[config.mk]
export PLATFORM = sky130hd
export DESIGN_NAME = axis_frame_source_flat
export DESIGN_NICKNAME = d
export VERILOG_FILES = /design/src/rtl/axis_frame_source_if.sv /design/src/rtl/axis_frame_source.sv /design/src/flat_wrapper.sv
export SDC_FILE = /design/constraint.sdc
export NUM_CORES = 1
export LEC_CHECK = 0
export ABC_AREA = 0
export CAP_MARGIN = 0
export CORE_ASPECT_RATIO = 1.4
export CORE_UTILIZATION = 49
export DETAILED_ROUTE_END_ITERATION = 7
export PLACE_DENSITY = 0.75
export REMOVE_ABC_BUFFERS = 1
export SLEW_MARGIN = 20
export SYNTH_ARGS = -nofsm -noshare
export SYNTH_HDL_FRONTEND = slang
export SYNTH_SLANG_ARGS = --single-unit
[constraint.sdc]
create_clock -name CLK -period 12 [get_ports CLK]
set_clock_uncertainty 0.15 [all_clocks]
set_input_delay 1.2 -clock CLK [delete_from_list [all_inputs] [get_ports CLK]]
set_output_delay 1.2 -clock CLK [all_outputs]
set_load 0.01 [all_outputs]
[src/rtl/axis_frame_source_if.sv]
// AXI-Stream link between the frame source and the beamweight multiplier.
// The master drives tdata/tkeep/tvalid/tlast and the slave drives tready.
interface axis_frame_source_if #(
   parameter int DATA_WIDTH = 128
);
   logic [DATA_WIDTH-1:0]   tdata;
   logic [DATA_WIDTH/8-1:0] tkeep;
   logic                    tvalid;
   logic                    tlast;
   logic                    tready;

   modport master (
      output tdata,
      output tkeep,
      output tvalid,
      output tlast,
      input  tready
   );

   modport slave (
      input  tdata,
      input  tkeep,
      input  tvalid,
      input  tlast,
      output tready
   );
endinterface

[src/rtl/axis_frame_source.sv]
// Deterministic AXI-Stream frame generator for weight-path bring-up.
// Each accepted start emits one frame of frame_len registered beats.
module axis_frame_source #(
   parameter int DATA_WIDTH   = 128,
   parameter int SAMPLE_WIDTH = 8,
   parameter int LEN_WIDTH    = 16
) (
   input  logic                    CLK,
   input  logic                    resetn,
   input  logic                    start,
   input  logic [LEN_WIDTH-1:0]    frame_len,
   input  logic [1:0]              pattern,
   input  logic [SAMPLE_WIDTH-1:0] seed,
   output logic                    busy,
   output logic [15:0]             frames_sent,
   axis_frame_source_if.master     m_axis
);

   localparam int NUM_LANES = DATA_WIDTH / SAMPLE_WIDTH;
   localparam int KEEP_W    = DATA_WIDTH / 8;

   localparam logic [0:0] S_IDLE = 1'b0;
   localparam logic [0:0] S_SEND = 1'b1;

   logic [0:0]              r_state;
   logic [LEN_WIDTH-1:0]    r_len;
   logic [1:0]              r_pat;
   logic [SAMPLE_WIDTH-1:0] r_seed;
   logic [LEN_WIDTH-1:0]    r_n;
   logic [DATA_WIDTH-1:0]   r_tdata;
   logic [KEEP_W-1:0]       r_tkeep;
   logic                    r_tvalid;
   logic                    r_tlast;
   logic [15:0]             r_frames;

   logic                    w_hs;
   logic                    w_accept;
   logic [1:0]              w_sel_pat;
   logic [SAMPLE_WIDTH-1:0] w_sel_seed;
   logic [LEN_WIDTH-1:0]    w_sel_n;
   logic                    w_sel_last;
   logic [SAMPLE_WIDTH-1:0] w_ramp_off;
   logic [SAMPLE_WIDTH-1:0] w_ramp_base;
   logic [DATA_WIDTH-1:0]   w_beat;

   assign w_hs     = r_tvalid & m_axis.tready;
   assign w_accept = (r_state == S_IDLE) & start
                   & (frame_len != '0);

   // Parameters of the beat to be loaded next: a fresh frame
   // takes them from the inputs, otherwise from the latched copy.
   always_comb begin
      w_sel_pat  = r_pat;
      w_sel_seed = r_seed;
      w_sel_n    = r_n + LEN_WIDTH'(1);
      w_sel_last = (w_sel_n == r_len - LEN_WIDTH'(1));
      if (w_accept) begin
         w_sel_pat  = pattern;
         w_sel_seed = seed;
         w_sel_n    = '0;
         w_sel_last = (frame_len == LEN_WIDTH'(1));
      end
   end

   assign w_ramp_off  = SAMPLE_WIDTH'(w_sel_n
                      * LEN_WIDTH'(NUM_LANES));
   assign w_ramp_base = w_sel_seed + w_ramp_off;

   always_comb begin
      w_beat = '0;
      for (int k = 0; k < NUM_LANES; k++) begin
         case (w_sel_pat)
            2'd0:
               w_beat[k*SAMPLE_WIDTH +: SAMPLE_WIDTH] =
                  w_ramp_base + SAMPLE_WIDTH'(k);
            2'd1:
               w_beat[k*SAMPLE_WIDTH +: SAMPLE_WIDTH] =
                  w_sel_seed;
            2'd2:
               w_beat[k*SAMPLE_WIDTH +: SAMPLE_WIDTH] =
                  (k % 2 == 1) ? ~w_sel_seed : w_sel_seed;
            default:
               w_beat[k*SAMPLE_WIDTH +: SAMPLE_WIDTH] =
                  w_sel_n[SAMPLE_WIDTH-1:0];
         endcase
      end
   end

   always_ff @(posedge CLK) begin
      if (!resetn) begin
         r_state  <= S_IDLE;
         r_len    <= '0;
         r_pat    <= '0;
         r_seed   <= '0;
         r_n      <= '0;
         r_tdata  <= '0;
         r_tkeep  <= '0;
         r_tvalid <= 1'b0;
         r_tlast  <= 1'b0;
         r_frames <= '0;
      end else if (w_accept) begin
         r_state  <= S_SEND;
         r_len    <= frame_len;
         r_pat    <= pattern;
         r_seed   <= seed;
         r_n      <= '0;
         r_tdata  <= w_beat;
         r_tkeep  <= '1;
         r_tvalid <= 1'b1;
         r_tlast  <= w_sel_last;
      end else if (r_state == S_SEND && w_hs) begin
         if (r_tlast) begin
            r_state  <= S_IDLE;
            r_n      <= '0;
            r_tdata  <= '0;
            r_tkeep  <= '0;
            r_tvalid <= 1'b0;
            r_tlast  <= 1'b0;
            r_frames <= r_frames + 16'd1;
         end else begin
            r_n     <= w_sel_n;
            r_tdata <= w_beat;
            r_tlast <= w_sel_last;
         end
      end
   end

   assign m_axis.tdata  = r_tdata;
   assign m_axis.tkeep  = r_tkeep;
   assign m_axis.tvalid = r_tvalid;
   assign m_axis.tlast  = r_tlast;
   assign busy          = (r_state == S_SEND);
   assign frames_sent   = r_frames;

endmodule

[src/flat_wrapper.sv]
// flat-port wrapper written by rule: the top's interface ports become plain ports
module axis_frame_source_flat 
#(
   parameter int DATA_WIDTH   = 128,
   parameter int SAMPLE_WIDTH = 8,
   parameter int LEN_WIDTH    = 16
)
  (CLK, resetn, start, frame_len, pattern, seed, busy, frames_sent, m_axis_tdata, m_axis_tkeep, m_axis_tvalid, m_axis_tlast, m_axis_tready);
  axis_frame_source_if #(.DATA_WIDTH(DATA_WIDTH)) m_axis_i ();
  input  logic CLK;
  input  logic resetn;
  input  logic start;
  input  logic [LEN_WIDTH-1:0] frame_len;
  input  logic [1:0] pattern;
  input  logic [SAMPLE_WIDTH-1:0] seed;
  output logic busy;
  output logic [15:0] frames_sent;
  output wire logic [$bits(m_axis_i.tdata)-1:0] m_axis_tdata;
  output wire logic [$bits(m_axis_i.tkeep)-1:0] m_axis_tkeep;
  output wire logic [$bits(m_axis_i.tvalid)-1:0] m_axis_tvalid;
  output wire logic [$bits(m_axis_i.tlast)-1:0] m_axis_tlast;
  input wire logic [$bits(m_axis_i.tready)-1:0] m_axis_tready;
  assign m_axis_tdata = m_axis_i.tdata;
  assign m_axis_tkeep = m_axis_i.tkeep;
  assign m_axis_tvalid = m_axis_i.tvalid;
  assign m_axis_tlast = m_axis_i.tlast;
  assign m_axis_i.tready = m_axis_tready;
  axis_frame_source #(.DATA_WIDTH(DATA_WIDTH), .SAMPLE_WIDTH(SAMPLE_WIDTH), .LEN_WIDTH(LEN_WIDTH)) u_core (.CLK(CLK), .resetn(resetn), .start(start), .frame_len(frame_len), .pattern(pattern), .seed(seed), .busy(busy), .frames_sent(frames_sent), .m_axis(m_axis_i));
endmodule
Yosys cells after proc, flatten, opt, wreduce, memory -nomap -nowiden --
Index checks and enable logic that the tools add are counted. W data, S select, Z words.
Cells by class: add/sub/neg operators 19, eq/ne operators 4, mux-type cells 33, bitwise operators 7, reductions and logical operators 9
Operators with widths (number):
- $mux W128 | 3
- $pmux W8 S3 | 8
- $pmux W8 S2 | 8
- $mux W16 | 5
- $add A8 B4 Y8 const B | 8
- $add A16 B1 Y16 const B | 2
- $add A8 B3 Y8 const B | 4
- $add A8 B2 Y8 const B | 2
- $eq A16 B1 Y1 const B | 1
- $eq A16 B16 Y1 | 1
- $reduce_bool A16 Y1 | 1
- $sub A16 B1 Y16 const B | 1
- $add A8 B1 Y8 const B | 1
- $add A8 B8 Y8 | 1
- $mux W8 | 1
- $not A8 Y8 | 1
- $mux W1 | 7
- $reduce_bool A2 Y1 | 2
- $reduce_or A2 Y1 | 2
- $and A1 B1 Y1 | 3
- $not A1 Y1 | 3
- $reduce_and A3 Y1 | 1
- $eq A2 B1 Y1 const B | 1
- $eq A2 B2 Y1 const B | 1
- other kinds (4) | 4
Storage, ports and cells: register bits after elaboration 204, input port bits 30, output and inout port bits 163, word-level logic and storage cells 81

Longest topological paths before layout --
Gate-level depths: netlist (run 1).
depth after elaboration 10, depth in mapped cells 18, mapped depth without buffers 14

Worst setup path after synthesis (run 1) --
OpenSTA, ideal clock, no wires.
path type input port to flip-flop, from in start, to reg u_core.r_tdata[109] (netlist: u_core.m_axis.tdata[109]), library setup time 0.122 ns, arrival 4.737 ns, data required time 11.728 ns, slack 6.990 ns, stages 13, path buffers 6, cell sequence nor2b_1 -> o21a_1 -> buf_6 -> buf_6 -> clkbuf_1 -> clkbuf_1 -> nor2_1 -> ha_1 -> fa_1 -> buf_1 -> clkbuf_1 -> o21ai_0 -> a311o_1
Between the ends: cells in the longest elaborated chain, start to end 9, elaborated cells on any way between the ends 16, those cells by class add/sub (2); eq/ne (2); mux (7); bitwise (3); reduce/logical (2)
RTL lines:
- start: declaration | line flat_wrapper.sv:12 | input logic start;
- $and A1 B1 Y1 (*) | line axis_frame_source.sv:47 | assign w_accept = (r_state == S_IDLE) & start
- $and A1 B1 Y1 (*) | line axis_frame_source.sv:48 | & (frame_len != '0);
- $mux W8 or $mux W16 (tied branches)
- $add A8 B8 Y8 | line axis_frame_source.sv:67 | assign w_ramp_base = w_sel_seed + w_ramp_off;
- $add A8 B4 Y8 | line axis_frame_source.sv:75 | w_ramp_base + SAMPLE_WIDTH'(k);
- $pmux W8 S3 | line axis_frame_source.sv:72 | case (w_sel_pat)
- $mux W128 | line axis_frame_source.sv:112 | if (r_tlast) begin
- $mux W128 | line axis_frame_source.sv:111 | end else if (r_state == S_SEND && w_hs) begin
- $mux W128 | line axis_frame_source.sv:101 | end else if (w_accept) begin
- end signal: assignment | line axis_frame_source.sv:107 | r_tdata <= w_beat;
- end signal: assignment | line axis_frame_source.sv:122 | r_tdata <= w_beat;
- end: declaration | line axis_frame_source.sv:30 | logic [DATA_WIDTH-1:0] r_tdata;
Mark *: on every way between the ends. The rest lies on a longest branch, timed or not. The select of a mux whose other input is x is not followed. A chain may end at the register's enable or synchronous reset.

Worst setup path in the final report (run 1) --
from in frame_len[15], to reg u_core.r_tdata[31] (netlist: u_core.m_axis.tdata[31])
Between the ends: cells in the longest elaborated chain, start to end 9, elaborated cells on any way between the ends 16, those cells by class add/sub (2); eq/ne (2); mux (7); bitwise (2); reduce/logical (3)
RTL lines:
- start: declaration | line flat_wrapper.sv:13 | input logic [LEN_WIDTH-1:0] frame_len;
- $reduce_bool A16 Y1 (*) | line axis_frame_source.sv:48
- $and A1 B1 Y1 (*) | line axis_frame_source.sv:48
- $mux W8 or $mux W16 (tied branches)
- $add A8 B8 Y8 | line axis_frame_source.sv:67
- $add A8 B2 Y8 | line axis_frame_source.sv:75
- $pmux W8 S3 | line axis_frame_source.sv:72
- $mux W128 | line axis_frame_source.sv:112
- $mux W128 | line axis_frame_source.sv:111
- $mux W128 | line axis_frame_source.sv:101
Marked as above.

==> results.ini, run 1 <==
[placement]
dp_hpwl_um=18000
finalWeightedCongestion=0.938
dpl_worst_slack_ps=5660
numPortBuffers=192
dpl.cell_count=1460

[route]
routedWlPerCell_um=17.5
dr.pass1.iters=5
wl_um=26100
ant_nets=0
post-route-drc-count=0
routed-via-count=8523
drt_iter0_markers=674
via_per_inst=5.72

[cts]
cts_sinks=154
clk_pin_slew_ps=60
cts_tree=done
cts_buffers=17
cts-root-buf=clkbuf_16
clock_latency_ps=430
post_cts_buffers=0
htree_levels=4
holdBufCountCts=0
clockBufferDepth=2
cts-resized-gates=0

[floorplan]
die_y_um=163
die-area_um2=19100
io-pin-count=193
initial_core_util_pct=50.2
rows=58
core_area_um2=18100
dieWidth_um=117

[global_route]
antenna_found_initial=0
grt_max_degree=64
grt_pass1_vias=8165
grt_pass1_wl_um=41800
grtUsageTotal_pct=28.2
gr-total-overflow=0

[worst_setup_path]
worstPathMaxFanout=28
r2r_cells=11
crit_required_ps=12200
cp.arrival_ps=6240
r2r-start=u_core.m_axis.tkeep[14]$_SDFFE_PN0P_
end_kind=flop
reg2reg_to=u_core.m_axis.tdata[31]$_SDFFE_PN0P_
startpoint_type=primary input
critPathKind=in -> reg
rrSetupSlack_ps=7000

[power]
power_leakage_nw=4.17
irDropWorstVdd_uv=76.8
p_per_area_nw_per_um2=145

[yosys]
ys_seq_area_share_pct=34.0
syn-cell-area_um2=9080
yosysTopAreaCell=dfxtp_1
synthFlopType=dfxtp_1
synth.avg_cell_area_um2=7.95
synth.area.top_cells=dfxtp_1, xnor2_1, nand2_1, a21oi_1, buf_4
synth_edf_count=0
ys_seq_elements=154
synth_cells=1142
ys_async_sr_fraction_pct=0
synth.distinct_cells=71
synth_top_area_share_pct=34.0
synth_warnings=0

[worst_hold_path]
holdPathEnd=u_core.m_axis.tdata[102]$_SDFFE_PN0P_
worstHoldStart=u_core.m_axis.tdata[102]$_SDFFE_PN0P_
hold-path-cell-count=2
hold_class=reg -> reg

[cells_and_area]
drive_above_1_share_pct=5.60
final_cell_mix=clkdlybuf4s50_1, nand2_1, dfxtp_1
diodes=0
final_nets=1294
area_growth_pct=24.5
instances_no_fill=1490
final_common_cell=clkdlybuf4s50_1
fin_util_pct=62.6

[sta]
tns_ps=0
hold_viol=0
setup_viol=0
slew_headroom_pct=28.9
finalCritPeriodShare_pct=50.3
max_freq_ghz=0.166
tightestPinTransition_ps=1070
setup_slack_ps=5960
fin_crit_ps=6040
rsz0062_at_grt=false
final-max-slew-violation-count=0

[run_status]
status=finished clean

[run]
drv_cap=0

sequential cells by signal (all words and copies together), names as in the netlist:
register,flops
u_core.r_n,16
u_core.m_axis.tkeep,1
u_core.r_pat,2
u_core.m_axis.tlast,1
u_core.m_axis.tdata,94
u_core.r_len,16
u_core.r_seed,8
u_core.frames_sent,16
metrics by stage:
| stage | power (mW) | hold WS, ps | instance area (um^2) |
|---|---|---|---|
| global placement | 1.07 | 290 | 10700 |
| CTS | 1.65 | 304 | 11300 |
| detailed placement | 1.07 | 296 | 10700 |
| floorplan | 0.864 | 299 | 8360 |
| global route | 1.71 | 321 | 11300 |
| finish | 1.64 | 300 | 11300 |
worst max-delay path by stage:
stage	startpoint	endpoint	slack, ps	cells after the start
after detailed placement	frame_len[15]	u_core.m_axis.tdata[23]$_SDFFE_PN0P_	5660	12
final	frame_len[15]	u_core.m_axis.tdata[31]$_SDFFE_PN0P_	5960	12
after global placement	frame_len[1]	u_core.m_axis.tdata[63]$_SDFFE_PN0P_	5660	12
after global routing	frame_len[1]	u_core.m_axis.tdata[95]$_SDFFE_PN0P_	5710	14
after CTS	frame_len[15]	u_core.m_axis.tdata[23]$_SDFFE_PN0P_	6070	12
after floorplan	u_core.m_axis.tkeep[14]$_SDFFE_PN0P_	u_core.m_axis.tdata[22]$_SDFFE_PN0P_	6390	10
synthesized netlist by cell type (all sizes together), types with 7 or more instances:
library cell and n:
xnor2 75, o21a 8, mux2i 11, nand3 32
a221o 10, and4 7, a21boi 11, a21oi 93
nand2 169, nor3 21, o21ai 72, nand4 10
a21o 13, or3 9, o211ai 33, nor2 84
buf 75, inv 31, and2 11, and3 14
nor4 7, xor2 35, ha 24, a22oi 9
dfxtp 154, clkbuf 50
worst max-delay path: stages:
cell and delay [ps]:
clkdlybuf4s50_1 450, nor4_2 280, nand4_1 620, o21a_1 680
buf_4 360, nor2_1 120, ha_1 850, ha_1 750
and3_1 460, nand2_1 110, xor2_1 170, o211ai_1 190
power breakdown:
part	switching, mW	internal (mW)	total, mW
Sequential	0.0346	0.556	0.591
Combinational	0.257	0.220	0.477
Clock	0.216	0.357	0.573
final cells by class:
class | count | area, um^2
clock inverters | 11 | 171
well taps | 240 | 300
multi-input cells | 832 | 5180
repair buffers | 203 | 2000
inverters | 31 | 116
flip-flops and latches | 154 | 3080
fillers | 1578 | 6760
clock buffers | 19 | 453
layer usage:
layer	GRT usage, %	up-vias	wire length [um]
met1	33.8	3979	10500
met5	0	-	0
met3	5.79	67	1770
li1	-	4089	-
met4	12.6	0	812
met2	47.8	388	13000
cells by family (layout without fill, tap and decap cells):
| logic type | Yosys count | after routing | share of synthesized area [%] |
|---|---|---|---|
| AND/OR/NAND/NOR | 388 | 388 | 19.6 |
| multiplexers | 16 | 16 | 2.38 |
| AO/OA/AOI/OAI | 293 | 293 | 20.6 |
| adder cells (fa/ha/maj) | 25 | 25 | 3.53 |
| XOR/XNOR | 110 | 110 | 10.8 |
| flip-flops | 154 | 154 | 34.0 |
| buffers and inverters | 156 | 264 | 9.16 |
(Power assumes the default switching activity.)
==> run 2: changes to the inputs <==
--- a/config.mk
+++ b/config.mk
@@ -8,9 +8,9 @@
 export ABC_AREA = 0
 export CAP_MARGIN = 0
 export CORE_ASPECT_RATIO = 1.4
-export CORE_UTILIZATION = 49
+export CORE_UTILIZATION = 47
 export DETAILED_ROUTE_END_ITERATION = 7
-export PLACE_DENSITY = 0.75
+export PLACE_DENSITY = 0.76
 export REMOVE_ABC_BUFFERS = 1
 export SLEW_MARGIN = 20
 export SYNTH_ARGS = -nofsm -noshare
==> constraint.sdc (replaced) <==
create_clock -name CLK -period 4.9 [get_ports CLK]
set_clock_uncertainty 0.15 [all_clocks]
set_input_delay 0.49 -clock CLK [delete_from_list [all_inputs] [get_ports CLK]]
set_output_delay 0.49 -clock CLK [all_outputs]
set_load 0.01 [all_outputs]
==> run 2 against run 1 <==
  * Clock power grew 140%
  * Flip-flop and latch count did not move
  * First-iteration DRC count down 0.45%
  * Combinational power increased by 150%
  * Global-route usage shrank 1.9 points
  * Routed wire length decreased by 0.19%
  * Sequential share of layout area down 0.29 points
  * Clock-buffer cell count down 1
  * Final cell count is 1.6% higher
  * Critical path type unchanged
  * Largest cell class unchanged
==> results.ini, run 2 (same netlist as run 1, synthesis figures left out) <==
[run_status]
status=finished clean

[sta]
setup_viol=0  ; unchanged
finalCritPeriodShare_pct=83.9
whs_ps=302  ; +2.04 ps
tns_ps=0  ; unchanged
max_freq_ghz=0.243
hold_viol=0  ; unchanged
rsz0062_at_grt=false
final-max-slew-violation-count=0  ; unchanged
slew_headroom_pct=43.9  ; +15 points
tightestPinTransition_ps=840  ; -226 ps
fin_crit_ps=4110

[global_route]
grt_pass1_vias=8344  ; +2.2%
use_met2_pct=45.4  ; -2.5 points
grt_max_degree=44  ; -31%
gr-total-overflow=0  ; unchanged
met1_usage_pct=31.7  ; -2.1 points
grt_pass1_wl_um=42000  ; +0.56%
antenna_found_initial=0  ; unchanged
grtUsageTotal_pct=26.2  ; -1.9 points
busiest_layer=met2
grt_util_met3_pct=4.66  ; -1.1 points

[floorplan]
io-pin-count=193  ; unchanged
core_area_um2=18800  ; +3.8%
rows=59  ; +1.7%
initial_core_util_pct=48.4  ; -1.8 points
dieWidth_um=119  ; +2.1%
die-area_um2=19900  ; +4.2%
die_y_um=166  ; +2.1%

[power]
power_frac_comb_pct=29.5  ; +0.4 points
internal_power_mw=2.73  ; +140%
p_per_area_nw_per_um2=349  ; +140%
p_clk_share_pct=34.3  ; -0.6 points
power_leakage_nw=4.25  ; +1.9%
swShare_pct=31.5  ; +0.60 points
seqPwrFrac_pct=36.2  ; +0.2 points
irDropWorstVdd_uv=279  ; +260%
p_sw_mw=1.26  ; +150%

[cells_and_area]
drive_above_1_share_pct=7.09  ; +1.5 points
final_common_cell=clkdlybuf4s50_1
area_growth_pct=25.9
final_cell_mix=clkdlybuf4s50_1, nand2_1, dfxtp_1
fillers=1688  ; +7.0%
diodes=0  ; unchanged
instances_no_fill=1514  ; +1.6%
final_nets=1312  ; +1.4%
fin_area_um2=11400  ; +1.1%
largest_register_ffs=94  ; unchanged

[cts]
clockBufferDepth=2  ; unchanged
clk_pin_slew_ps=60  ; about the same
holdBufCountCts=0  ; unchanged
htree_levels=4  ; unchanged
cts_buffers=17  ; unchanged
cts-root-buf=clkbuf_16
cts_tree=done
clock_latency_ps=430  ; about the same
cts_sinks=154  ; unchanged
post_cts_buffers=0  ; unchanged
cts-resized-gates=0  ; unchanged

[worst_setup_path]
cp.depth=14  ; +2
path_cells=clkdlybuf4s50_1 -> nor4_1 -> nand4_1 -> buf_4 -> o21a_1 -> buf_4 -> mux2i_4 -> inv_1 -> ha_1 -> and4_1 -> nor3_2 -> a21boi_0 -> or3_1 -> a311o_1
crit_required_ps=5070  ; -7130 ps
worstPathMaxFanout=23  ; -18%
cpPeakStageDelay_ps=430  ; -420 ps
cpMaxStageDelayCell=clkdlybuf4s50_1
cpMostUsedCell=buf_4
crit_buf_inv=4  ; +2
startpoint_type=primary input
critical_path.top_delay_family=simple AND/OR/NAND/NOR gates
r2r_cells=12  ; +1
end_kind=flop
critPathKind=in -> reg
cp.arrival_ps=4280  ; -1960 ps

[placement]
dp_hpwl_um=18800  ; +4.0%
dpl-instance-area_um2=10800  ; +1.3%
numPortBuffers=192  ; unchanged
dpl.cell_count=1482  ; +1.5%
finalWeightedCongestion=0.885  ; -5.6%

[route]
ant_nets=0  ; unchanged
drt_iter0_markers=671  ; -0.45%
routedWlPerCell_um=17.2  ; -1.8%
dr.pass1.iters=6  ; +1
wl_um=26000  ; -0.19%
routed-via-count=8607  ; +0.99%
via_per_inst=5.68  ; -0.62%
post-route-drc-count=0  ; unchanged

[run]
drv_cap=0  ; unchanged

[worst_hold_path]
hold-path-cell-count=2  ; unchanged
hold_class=reg -> reg

==> run 2: area by class of cell <==
| type | count | area (um^2) | area share [%] |
|---|---|---|---|
| Multi-Input combinational cell | 832 | 5170 | 45.3 |
| Clock inverter | 14 | 171 | 1.50 |
| Clock buffer | 18 | 439 | 3.84 |
| Timing Repair Buffer | 221 | 2140 | 18.7 |
| Tap cell | 244 | 305 | 2.67 |
| Sequential cell | 154 | 3080 | 27.0 |
| Inverter | 31 | 116 | 1.02 |
==> run 2: power groups by stage <==
stage | Combinational, mW | Sequential, mW | Clock, mW
global placement | 1.15 | 1.47 | 0
finish | 1.18 | 1.45 | 1.37
CTS | 1.17 | 1.45 | 1.38
floorplan | 0.593 | 1.52 | 0
detailed placement | 1.16 | 1.47 | 0
global route | 1.27 | 1.46 | 1.44
==> run 2: per-stage QoR <==
step / power [mW] / util [%] / setup slack, ps
floorplan: 2.12 / - / -712
global placement: 2.62 / 57.7 / 471
detailed placement: 2.63 / 57.7 / 438
CTS: 4.00 / 61.0 / 860
global route: 4.17 / 61.0 / 559
finish: 3.99 / 61.0 / 788
==> run 2: final timing paths <==
path	slack [ps]	startpoint	end
hold reg to reg	300	u_core.m_axis.tdata[53]$_SDFFE_PN0P_	u_core.m_axis.tdata[53]$_SDFFE_PN0P_
setup / recovery	790	frame_len[1]	u_core.m_axis.tdata[109]$_SDFFE_PN0P_
hold / removal	300	u_core.m_axis.tdata[53]$_SDFFE_PN0P_	u_core.m_axis.tdata[53]$_SDFFE_PN0P_
setup reg to reg	940	u_core.m_axis.tkeep[14]$_SDFFE_PN0P_	u_core.m_axis.tdata[109]$_SDFFE_PN0P_
==> run 2: worst min-delay path: cells and delay by family, from the launching register on <==
family | cells | cell delay (ps)
AOI/OAI and AO/OA | 1 | 50
and+or+nand+nor | 1 | 50
DFF | 1 | 310
==> run 2: metal layers <==
metal  part of all wire (%)  routed length, um
met3                    6.9               1790
met1                     41              10600
met2                     49              12800
met5                      0                  0
met4                    3.1                811
